<file path="src/rtl/avl_mem_arb2.sv">
// 2:1 Avalon-MM arbiter: round-robin command grant, locked while the slave stalls,
// with an in-order tag FIFO steering pipelined read returns back to the issuing master.
module avl_mem_arb2 #(
  parameter int AW        = 32,
  parameter int DW        = 32,
  parameter int MAX_OUTST = 4
) (
  input  logic            clk,
  input  logic            reset_n,
  input  logic            m0_read,
  input  logic            m0_write,
  input  logic [AW-1:0]   m0_address,
  input  logic [DW/8-1:0] m0_byteenable,
  input  logic [DW-1:0]   m0_writedata,
  output logic            m0_waitrequest,
  output logic            m0_readdatavalid,
  output logic [DW-1:0]   m0_readdata,
  output logic [1:0]      m0_response,
  input  logic            m1_read,
  input  logic            m1_write,
  input  logic [AW-1:0]   m1_address,
  input  logic [DW/8-1:0] m1_byteenable,
  input  logic [DW-1:0]   m1_writedata,
  output logic            m1_waitrequest,
  output logic            m1_readdatavalid,
  output logic [DW-1:0]   m1_readdata,
  output logic [1:0]      m1_response,
  output logic            s_read,
  output logic            s_write,
  output logic [AW-1:0]   s_address,
  output logic [DW/8-1:0] s_byteenable,
  output logic [DW-1:0]   s_writedata,
  input  logic            s_waitrequest,
  input  logic            s_readdatavalid,
  input  logic [DW-1:0]   s_readdata,
  input  logic [1:0]      s_response,
  output logic            err_unexp_rdv
);
  localparam int PW = (MAX_OUTST > 1) ? $clog2(MAX_OUTST) : 1;
  localparam int CW = $clog2(MAX_OUTST + 1);

  typedef enum logic {IDLE, LOCKED} state_t;

  state_t                 state, state_nxt;
  logic                   lock_g, lock_g_nxt, last_grant;
  logic                   gnt, fwd, acc, push, pop, head, fifo_full;
  logic [1:0]             rd, wr, req, elig;
  logic [MAX_OUTST-1:0]   tags;
  logic [PW-1:0]          wr_ptr, rd_ptr;
  logic [CW-1:0]          count;

  assign rd        = {m1_read, m0_read};
  assign wr        = {m1_write, m0_write};
  assign req       = rd | wr;
  assign fifo_full = (count == CW'(MAX_OUTST));
  // a full tag FIFO only blocks reads; writes keep flowing
  assign elig      = req & ~(rd & {2{fifo_full}});

  always_comb begin
    state_nxt  = state;
    lock_g_nxt = lock_g;
    gnt        = 1'b0;
    fwd        = 1'b0;
    case (state)
      IDLE: begin
        gnt = (elig == 2'b11) ? ~last_grant : elig[1];
        fwd = |elig;
        if (fwd && s_waitrequest) begin
          state_nxt  = LOCKED;
          lock_g_nxt = gnt;
        end
      end
      LOCKED: begin
        gnt = lock_g;
        fwd = req[lock_g];
        if (fwd && !s_waitrequest) state_nxt = IDLE;
      end
      default: state_nxt = IDLE;
    endcase
    fwd = fwd & reset_n;
  end

  // read wins over write if a master illegally asserts both
  assign s_read       = fwd & rd[gnt];
  assign s_write      = fwd & wr[gnt] & ~rd[gnt];
  assign s_address    = gnt ? m1_address    : m0_address;
  assign s_byteenable = gnt ? m1_byteenable : m0_byteenable;
  assign s_writedata  = gnt ? m1_writedata  : m0_writedata;

  assign acc            = fwd & ~s_waitrequest;
  assign m0_waitrequest = ~(acc & ~gnt);
  assign m1_waitrequest = ~(acc & gnt);

  assign push = acc & s_read;
  assign pop  = s_readdatavalid & (count != '0);
  assign head = tags[rd_ptr];

  assign m0_readdatavalid = pop & ~head;
  assign m1_readdatavalid = pop & head;
  assign m0_readdata      = s_readdata;
  assign m1_readdata      = s_readdata;
  assign m0_response      = s_response;
  assign m1_response      = s_response;

  always_ff @(posedge clk or negedge reset_n) begin
    if (!reset_n) begin
      state      <= IDLE;
      lock_g     <= 1'b0;
      last_grant <= 1'b1;
    end else begin
      state  <= state_nxt;
      lock_g <= lock_g_nxt;
      if (acc) last_grant <= gnt;
    end
  end

  always_ff @(posedge clk or negedge reset_n) begin
    if (!reset_n) begin
      tags          <= '0;
      wr_ptr        <= '0;
      rd_ptr        <= '0;
      count         <= '0;
      err_unexp_rdv <= 1'b0;
    end else begin
      if (push) begin
        tags[wr_ptr] <= gnt;
        wr_ptr       <= (wr_ptr == PW'(MAX_OUTST - 1)) ? '0 : wr_ptr + 1'b1;
      end
      if (pop) rd_ptr <= (rd_ptr == PW'(MAX_OUTST - 1)) ? '0 : rd_ptr + 1'b1;
      case ({push, pop})
        2'b10:   count <= count + 1'b1;
        2'b01:   count <= count - 1'b1;
        default: count <= count;
      endcase
      if (s_readdatavalid && count == '0) err_unexp_rdv <= 1'b1;
    end
  end
endmodule

</file>
<file path="config.mk">
export PLATFORM = sky130hd
export DESIGN_NAME = avl_mem_arb2
export DESIGN_NICKNAME = d
export VERILOG_FILES = /design/src/rtl/avl_mem_arb2.sv
export SDC_FILE = /design/constraint.sdc
export NUM_CORES = 1
export LEC_CHECK = 0
export CORE_AREA = 2 2 124 126
export DETAILED_ROUTE_END_ITERATION = 7
export DIE_AREA = 0 0 126 128
export PLACE_DENSITY_LB_ADDON = 0.1
export SYNTH_ARGS = -nofsm -noshare
export SYNTH_HDL_FRONTEND = slang
export SYNTH_SLANG_ARGS = --single-unit
</file>
<file path="constraint.sdc">
create_clock -name clk -period 4.3 [get_ports clk]
set_clock_uncertainty 0.2 [all_clocks]
set_input_delay 1.29 -clock clk [delete_from_list [all_inputs] [get_ports clk]]
set_output_delay 1.29 -clock clk [all_outputs]
set_load 0.03 [all_outputs]
</file>
==> results.md, run 1 <==
- Compound-Gate Fraction of Synth Area: a little under 8%
- Via Count: 2499
- Gr usage total: 13.5%
- Final Routed Wirelength: 11.6 mm
- Top-area cell type share of the netlist area: around a quarter
- Cts bufs inserted: 3
- Max VDD drop: 0.200 mV
- Die height: 128 um
- Critical-path cell list: buf_8 > and4bb_4 > nor3b_4 > o31a_4 > buf_12 > buf_8 > buf_16 > mux2_1 > buf_6
- Most common cell after layout, fill and taps aside: clkdlybuf4s50_1
- Crit Path Max Fanout: 6
- Leakage power: 2.42 nW
- Final min period: 4.41 ns
- CTS Sinks: 15
- CP max stage cell: o31a_4
- # diodes: 0
- Initial Utilization: around 17%
- Fillcell total: roughly 1500
- Leading post-synthesis cells by cell area: mux2_4 24%, buf_4 20%, dfrtp_1 14%
- Core footprint: 14900 um^2
- DRT Pass-1 Iters: 4
- Final slew viol count: 0
- Period Utilization, post-route: 103%
- Failing checks: negative setup slack
- Post-Layout Inst Area: 5320 um^2
- Slew @ Worst Pin: 0.358 ns
- Die Wd: 126 um
- Wire per inst: around 19 um
- Area of the multi-input gates: 1660 um^2
- Worst path most repeated cell: buf_8
- Req. time, crit path: 2.81 ns
- Clock-pin slew on the worst setup and hold paths: 0.06 ns
- Worst reg-to-reg setup slack: approximately 1.3 ns
- DRT antenna net count: 0
- Root buf cell: clkbuf_16
- Largest family of logic cells by synthesized area: multiplexers
- Register area: 377 um^2
- R2r endpoint: count[2]
- Global-route wire length before repair: 16.7 mm
- Final WS setup: -0.109 ns
- Vias in the first global route: 2628
- Final setup violating endpoints: 52
- Max Cap Viol: 0
- CTS tree: done
- Mean Syn Cell Area: 10.4 um^2
- Xor-xnor portion of the synthesized cell area: 1.05%
- DR DRC count: 0
- HP Class: reg -> reg
- Area delta synth->final: 113%
- Maximum clock path buffer count: 2
- CP Launch Type: input pin
- Adder-cell share of the synthesized area: 3.81%
- Crit path to: s_address[14]
- IO Port Bufs: 218
- Largest net degree at the start of global routing: 16
- Row cnt: 45
- Die area: 16100 um^2
- Clock Latency Late Sink: 0.25 ns
- Yosys cell types: 42
- Gr ovfl total: 0
- Pre-CTS setup slack: -0.795 ns
- Reg2reg path depth: 13
- Nets@finish: a little over 600
- Fraction of layout cells with a size suffix above 1: between 40% and 50%
- Arr. time, crit path: around 2.9 ns
- Cell taking the most area after synthesis: mux2_4
- Status: complete, but fails checks
- Gpl congestion: ~0.73
- CTS Hold Bufs: 0
- Slew Limit Headroom: approximately 76%
- Syn. warnings: 0
- CP peak stage delay: 0.36 ns
- Crit Path Category: in -> out
- Synth Net Count: roughly 420
- Mapped cell area: 2500 um^2
- DR iter-0 viols: 86
- Max H-tree Level: 1
- Register area share after synthesis: ~15%
- Setup crit start: m0_read
- Fin. Hold Viols: 0
- Initial antenna violation count: 0
- Post-Synth Simple-Gate Area: 7.06%
- Most frequent cells in the layout: 140 x clkdlybuf4s50_1, 70 x buf_6, 66 x mux2_4
- Max Clock Freq: 227 MHz
- RSZ-0062 raised after global routing: yes
- I/O Pins: 321
- Cell Area, Placed: 4470 um^2
- Power Dens Cells: 481 nW/um^2
- Synth Instances: 239
- HPWL after detailed placement: between 8 and 9 mm
- Mux contribution to synthesized area: 39.3%
- Via-to-Cell Ratio: 4.06
- Hold_sp: err_unexp_rdv
- #FFs+latches synth: 15
- Crit end category: primary output
- Worst R2R Start: count[0]
==> critical path, delay by kind of cell <==
kind,cells,cell delay (ns)
mux,1,0.32
simple gates,2,0.31
compound gates,1,0.36
buf+inv,5,0.62
==> worst min-delay path by stage <==
stage | depth (start not counted) | endpoint | slack (ns)
floorplan | 1 | count[2] | 0.28
global placement | 1 | err_unexp_rdv | 0.25
detailed placement | 1 | err_unexp_rdv | 0.25
CTS | 1 | err_unexp_rdv | 0.27
global route | 1 | err_unexp_rdv | 0.28
finish | 1 | err_unexp_rdv | 0.26
==> final cells by class <==
class / instances / area share [%]
well taps: 188 / 4.43
repair buffers: 263 / 54.8
inverters: 13 / 0.918
multi-input cells: 133 / 31.2
clock buffers: 3 / 1.41
flip-flops and latches: 15 / 7.09
clock inverters: 1 / 0.0942
==> cell usage after synthesis <==
cell      count
mux2_4       40
or2_2         1
ha_1          6
or3_4         1
nor3b_2       1
dfstp_2       1
mux2i_1       1
nor3b_1       1
a31oi_1       5
a21oi_1       5
fa_1          1
xnor2_1       1
o221a_2       1
and4bb_4      1
mux2_2        1
nor2_1        6
a21o_1        2
o21a_1        1
and4bb_1      1
dfrtp_1      14
o211ai_1      1
mux2_1       30
inv_1        13
buf_6         6
or4b_4        1
nand3_1       1
buf_4        68
o21ai_0       1
or4b_1        1
a31o_1        4
mux4_2        1
o311ai_2      1
o211a_1       1
a31oi_4       1
nand2b_1      3
nor3_1        4
o31a_1        1
xor2_1        2
buf_2         4
nand2_1       2
nor2b_1       1
and3_1        1
==> flip-flops by register name (all words and copies together), names as in the netlist <==
| register | cells |
|---|---|
| tags | 4 |
| count | 3 |
| rd_ptr | 2 |
| wr_ptr | 2 |
| err_unexp_rdv | 1 |
| last_grant | 1 |
| lock_g | 1 |
| state | 1 |
==> routing by layer <==
metal,track usage [%],vias up,part of all wire (%)
met5,0,-,0
met4,1.62,0,0.40
met3,3.17,8,7.3
met2,24.9,136,53
met1,16.3,1201,40
li1,-,1154,-
==> cells by family after synthesis <==
| kind of cell | after synthesis |
|---|---|
| adder cells (fa/ha/maj) | 7 |
| buffers and inverters | 91 |
| multiplexers | 73 |
| flip-flops | 15 |
| AND/OR/NAND/NOR | 26 |
| XOR/XNOR | 3 |
| AO/OA/AOI/OAI | 24 |
==> stage by stage <==
stage | hold slack [ns] | power (mW) | instances | util [%] | TNS, ns
global route | 0.284 | 2.69 | 616 | 35.8 | -5.72
finish | 0.262 | 2.56 | 616 | 35.8 | -3.14
global placement | 0.249 | 1.82 | 590 | 30.1 | -48.62
floorplan | 0.277 | 1.33 | 239 | - | 0
detailed placement | 0.252 | 1.82 | 590 | 30.1 | -48.97
CTS | 0.266 | 2.63 | 617 | 36.0 | -7.65
==> power breakdown <==
| group | internal (mW) | switching [mW] |
|---|---|---|
| clock network | 0.124 | 0.0618 |
| registers | 0.196 | 0.0543 |
| logic | 1.20 | 0.924 |
| total | 1.52 | 1.04 |
==> what timing repair did <==
item / 4_1_cts / 5_1_grt
pin swaps: 7 / 4
gates cloned: 9 / 0
setup buffers: 15 / 4
setup endpoints to repair: 72 / 72
gates resized for setup: 364 / 3
Power figures use the tool's default switching activity.
==> run 2: changes to the inputs <==
--- a/config.mk
+++ b/config.mk
@@ -9,6 +9,7 @@
 export DETAILED_ROUTE_END_ITERATION = 7
 export DIE_AREA = 0 0 126 128
 export PLACE_DENSITY_LB_ADDON = 0.1
+export REMOVE_ABC_BUFFERS = 1
 export SYNTH_ARGS = -nofsm -noshare
 export SYNTH_HDL_FRONTEND = slang
 export SYNTH_SLANG_ARGS = --single-unit
==> run 2 against run 1 <==
Effect of this change:
- the flow still finishes with violations (negative setup slack)
- sequential power about the same
- routed wire length grew 54%
- power decreased by 11%
- combinational power fell by 13%
- largest cell class unchanged
- hold slack worse by 0.0091 ns
- core utilization decreased by 2.4 points
- clock-buffer cell count is 1 higher
- die area did not move
- sequential share of layout area up 0.51 points
- maximum frequency up 0.59%
- largest power group unchanged
==> results.md, run 2 (synthesis results as in run 1) <==
- Pre-CTS setup slack: -1.03 ns
- Bufs and invs on worst path: 4
- Slew Limit Headroom: 79.7%
- Nets@finish: 606
- DR iter-0 viols: between 80 and 90
- DRT Pass-1 Iters: 4
- CP peak stage delay: 0.39 ns
- Root buf cell: clkbuf_16
- CTS tree: done
- Fraction of layout cells with a size suffix above 1: 45.0%
- Final slew viol count: 0
- Die area: 16100 um^2
- Final setup violating endpoints: 41
- Initial antenna violation count: 1
- Worst R2R Start: count[0]
- Die Wd: 126 um
- Max H-tree Level: 1
- Gr ovfl total: 0
- Maximum clock path buffer count: 2
- Max Cap Viol: 0
- DRT antenna net count: 0
- Gr usage total: 21.8%
- CTS Hold Bufs: 0
- Global-route wire length before repair: around 24 mm
- Failing checks: negative setup slack
- I/O Pins: 321
- Via Count: 2488
- Req. time, crit path: 2.81 ns
- Crit end category: primary output
- Final min period: 4.38 ns
- CTS Sinks: 15
- Period Utilization, post-route: 102%
- Final WS setup: -0.0829 ns
- Die height: between 100 and 150 um
- Wire per inst: approximately 30 um
- RSZ-0062 raised after global routing: yes
- Row cnt: 45
- Worst path most repeated cell: buf_6
- HP Class: reg -> reg
- Crit Path Category: in -> out
- Vias in the first global route: roughly 2800
- Crit Path Max Fanout: 13
- Clock Latency Late Sink: 0.25 ns
- Final Routed Wirelength: 17.9 mm
- CP delay by family, top: buffers and inverters
- Setup total negative slack: -1.61 ns
- IO Port Bufs: 218
- Area delta synth->final: 98.4%
- Gpl congestion: between 0.8 and 0.9
- Core footprint: 14900 um^2
- Max VDD drop: 0.194 mV
- Via-to-Cell Ratio: 4.09
- Power Dens Cells: approximately 460 nW/um^2
- Max reg flops: 4
- # diodes: 0
- Fin. Hold Viols: 0
- Hold_sp: err_unexp_rdv
- Critical-path cell list: buf_12 > and4bb_4 > nor3b_4 > o31a_4 > buf_6 > buf_16 > mux2_4 > buf_6
- Top reg by flops: tags
- HPWL after detailed placement: 16.0 mm
- Largest net degree at the start of global routing: 18
- Overall power: 2.29 mW
- DR DRC count: 0
- Status: complete, but fails checks
- Arr. time, crit path: ~2.9 ns
- Clock-pin slew on the worst setup and hold paths: 0.05 ns
- Most common cell after layout, fill and taps aside: clkdlybuf4s50_1
- Max Clock Freq: 228 MHz
- CP Launch Type: input pin
- Cts bufs inserted: 3
- Fillcell total: 1584
- Biggest regs: tags x4, count x3
- Initial Utilization: 16.8%
- CP max stage cell: o31a_4
- Most frequent cells in the layout: 140 x clkdlybuf4s50_1, 59 x buf_6, 55 x mux2_4
- Leakage power: 2.24 nW
- Slew @ Worst Pin: 0.303 ns
- Setup crit start: m0_read
run 2: cell count changes in the layout (fill, tap and decap cells not counted), sizes merged:
cell           before  now
clkinv              1    0
buf               122  114
dlygate4sd2         1    0
clkdlybuf4s15       0    1
clkbuf              3    4
run 2: path summary, 6_finish.rpt:
path,end,slack [ns],cells past startpoint
max in group asynchronous,last_grant,2.35,2
min in group asynchronous,count[0],1.30,2
setup reg to reg,count[2],1.34,13
hold reg to reg,err_unexp_rdv,0.25,1
setup / recovery,s_writedata[11],-0.08,8
hold / removal,err_unexp_rdv,0.25,1
run 2: power by group:
part	switching, mW	internal [mW]
clock network	0.0593	0.126
logic	0.871	0.980
registers	0.0533	0.196
total	0.983	1.30
run 2: metrics by stage:
stage / std cells / util, % / cell area [um^2] / hold WS [ns]
after floorplan: 161 / - / 1900 / 0.277
after global placement: 591 / 30.0 / 4460 / 0.248
after detailed placement: 591 / 30.0 / 4460 / 0.249
after CTS: 607 / 33.1 / 4920 / 0.260
after global routing: 608 / 33.3 / 4960 / 0.277
final: 608 / 33.3 / 4960 / 0.253
run 2: routing by layer:
metal  wire [um]  share of wire, %  up-vias  track usage [%]
met2        8190                46      260             36.7
met3        3690                21       17             19.1
met5         104              0.58        -             4.64
met1        5530                31     1081             19.5
li1            -                 -     1128                -
met4         422               2.4        2             5.04
run 2: worst reg2reg max path: stages (launching register included):
cell and delay, ns:
dfrtp_1 0.41, and4bb_1 0.25, buf_4 0.14, o221a_2 0.29
buf_4 0.17, or3_4 0.37, a31oi_4 0.15, inv_1 0.06
ha_1 0.20, inv_1 0.07, fa_1 0.18, xor2_1 0.15
nor2_1 0.07, xor2_1 0.14
run 2: what timing repair did:
action	in CTS	in global routing
resized for setup	314	18
gates cloned	3	0
pin swaps	7	4
endpoints found under the setup margin	72	71
setup buffers	9	3
run 2: layout make-up:
type	instances	area (um^2)	area share (%)
Multi-Input combinational cell	133	1590	32.1
Timing Repair Buffer	255	2630	53.0
Clock buffer	4	78.8	1.59
Inverter	13	48.8	0.985
Sequential cell	15	377	7.60
Tap cell	188	235	4.75
==> run 3: changes to the inputs <==
--- a/config.mk
+++ b/config.mk
@@ -5,9 +5,11 @@
 export SDC_FILE = /design/constraint.sdc
 export NUM_CORES = 1
 export LEC_CHECK = 0
-export CORE_AREA = 2 2 124 126
+export CORE_AREA = 2 2 125 127
+export CTS_BUF_LIST = sky130_fd_sc_hd__clkbuf_2
 export DETAILED_ROUTE_END_ITERATION = 7
-export DIE_AREA = 0 0 126 128
+export DIE_AREA = 0 0 127 129
+export GPL_ROUTABILITY_DRIVEN = 0
 export PLACE_DENSITY_LB_ADDON = 0.1
 export REMOVE_ABC_BUFFERS = 1
 export SYNTH_ARGS = -nofsm -noshare
==> run 3 against run 2 <==
Effect of this change:
- the flow still finishes with violations (negative setup slack)
- clock power fell by 59%
- worst setup slack got worse by 0.052 ns
- die area up 1.6%
- clock-buffer cell count unchanged
- via count up 2.3%
- final cell count increased by 1.3%
- critical path type unchanged
- first-iteration DRC count up 39%
- combinational power grew 11%
- global-route usage down 0.76 points
==> results.md, run 3 (synthesis results as in run 1) <==
- Fraction of layout cells with a size suffix above 1: 49.8%
- Crit path to: s_writedata[5]
- Req. time, crit path: 2.81 ns
- Final min period: about 4.4 ns
- Initial Utilization: between 15 and 20%
- Die height: 129 um
- Final WS setup: -0.135 ns
- Setup crit start: m0_read
- CP Launch Type: input pin
- Final Util: between 30 and 40%
- Logic pwr share: a little under nine tenths
- R2r endpoint: count[2]
- Slew @ Worst Pin: 0.379 ns
- Part of the power in registers: 10.6%
- Max VDD drop: 0.233 mV
- Crit Path Max Fanout: 7
- CP peak stage delay: 0.38 ns
- DRT Pass-1 Iters: 4
- Max Clock Freq: 225 MHz
- CTS Sinks: 15
- Status: complete, but fails checks
- Int Pwr: approximately 1.4 mW
- CP max stage cell: o31a_4
- I/O Pins: 321
- Area delta synth->final: 107%
- Placed instance count: between 500 and 600
- HP Class: reg -> reg
- Failing checks: negative setup slack
- Critical-path cell list: buf_6 > buf_6 > nor2_4 > nor3b_4 > o31a_4 > buf_12 > buf_12 > buf_6 > mux2_4 > buf_6
- Clock Latency Late Sink: around 0.3 ns
- Wire per inst: a little under 30 um
- Slew Limit Headroom: 74.6%
- Sw frac: 42.5%
- CTS tree: done
- Worst R2R Start: count[0]
- Max H-tree Level: 1
- Maximum clock path buffer count: 2
- Clock-pin slew on the worst setup and hold paths: about 0.16 ns
- Worst reg-to-reg setup slack: 1.04 ns
- Final cell count without fillers: between 600 and 700
- Cts bufs inserted: 3
- DRT antenna net count: 0
- Die Wd: around 130 um
- DR iter-0 viols: about 120
- Arr. time, crit path: 2.94 ns
- Fin. Hold Viols: 0
- Period Utilization, post-route: 103%
- Power Dens Cells: approximately 460 nW/um^2
- Root buf cell: clkbuf_2
- Gr ovfl total: 0
- Crit Path Category: in -> out
- Initial antenna violation count: 0
- Max Cap Viol: 0
- Largest net degree at the start of global routing: 16
- Reg2reg path depth: 15
- Vias in the first global route: ~2800
- Worst path most repeated cell: buf_6
- P_sw: 1.01 mW
- Nets@finish: 614
- Die area: 16400 um^2
- Via-to-Cell Ratio: between 4 and 5
- # diodes: 0
- RSZ-0062 raised after global routing: yes
- Most common cell after layout, fill and taps aside: clkdlybuf4s50_1
- Global-route wire length before repair: between 20 and 25 mm
- DR DRC count: 0
- Overall power: approximately 2.4 mW
- Hold WS: 0.284 ns
- Final slew viol count: 0
- IO Port Bufs: 218
- Final Routed Wirelength: 17.8 mm
- Most frequent cells in the layout: 140 x clkdlybuf4s50_1, 76 x buf_6, 67 x mux2_4
- Clk pwr share: 3.2%
- Core footprint: 15000 um^2
- Top reg by flops: tags
- Final setup violating endpoints: 58
- Via Count: 2545
- Crit end category: primary output
- Biggest regs: tags x4, count x3
- Row cnt: 45
- Gr usage total: 21.0%
- Max reg flops: 4
- HPWL after detailed placement: roughly 15 mm
- Leakage power: approximately 2.4 nW
## run 3: cell types whose count changed in the layout (fill, tap and decap cells not counted), sizes merged
cell    previous run  this run
buf              114       121
bufbuf             0         1
## run 3: worst min-delay path by stage
stage / start / endpoint / cells after the start
after detailed placement: err_unexp_rdv / err_unexp_rdv / 1
final: err_unexp_rdv / err_unexp_rdv / 1
after CTS: err_unexp_rdv / err_unexp_rdv / 1
after global routing: err_unexp_rdv / err_unexp_rdv / 1
after floorplan: count[2] / count[2] / 1
after global placement: err_unexp_rdv / err_unexp_rdv / 1
## run 3: per-layer routing
metal,vias up,global-route usage (%),share of wire (%)
met5,-,4.41,0.57
met4,2,3.43,1.5
met3,15,18.5,21
met2,265,38.0,48
met1,1116,17.4,29
li1,1147,-,-
## run 3: final cells by class
class,instances,area [um^2]
multi-input combinational,133,1650
fill,1537,9800
sequential,15,377
timing repair buffer,263,2840
tap,188,235
clock buffer,4,20.0
inverter,13,48.8
## run 3: power by group through the flow
stage | Combinational [mW] | Clock (mW) | Sequential, mW
3_5_place_dp | 1.55 | 0 | 0.255
2_1_floorplan | 0.952 | 0 | 0.245
3_3_place_gp | 1.56 | 0 | 0.255
4_1_cts | 2.04 | 0.0811 | 0.252
5_1_grt | 2.16 | 0.0854 | 0.264
6_report | 2.05 | 0.0765 | 0.252
## run 3: repair_timing
| item | CTS | global route |
|---|---|---|
| endpoints found under the hold margin | 0 | 0 |
| buffers inserted | 13 | 5 |
| resized for setup | 356 | 15 |
| gates cloned | 7 | 0 |
| endpoints found under the setup margin | 72 | 72 |
| pin swaps | 8 | 5 |
| hold buffers | 0 | 0 |
## run 3: critical path: cells and delay by family
kind,cells,cell delay [ns]
AOI/OAI and AO/OA,1,0.38
and+or+nand+nor,2,0.19
buffers and inverters,6,0.76
muxes,1,0.32
## run 3: stage by stage
stage	setup slack, ns	TNS, ns	cell area (um^2)
2_1_floorplan	-2.20	-138.33	1900
4_1_cts	-0.160	-4.46	5120
3_5_place_dp	-0.860	-53.62	4440
6_report	-0.135	-2.90	5180
3_3_place_gp	-0.870	-54.89	4440
5_1_grt	-0.165	-4.90	5180
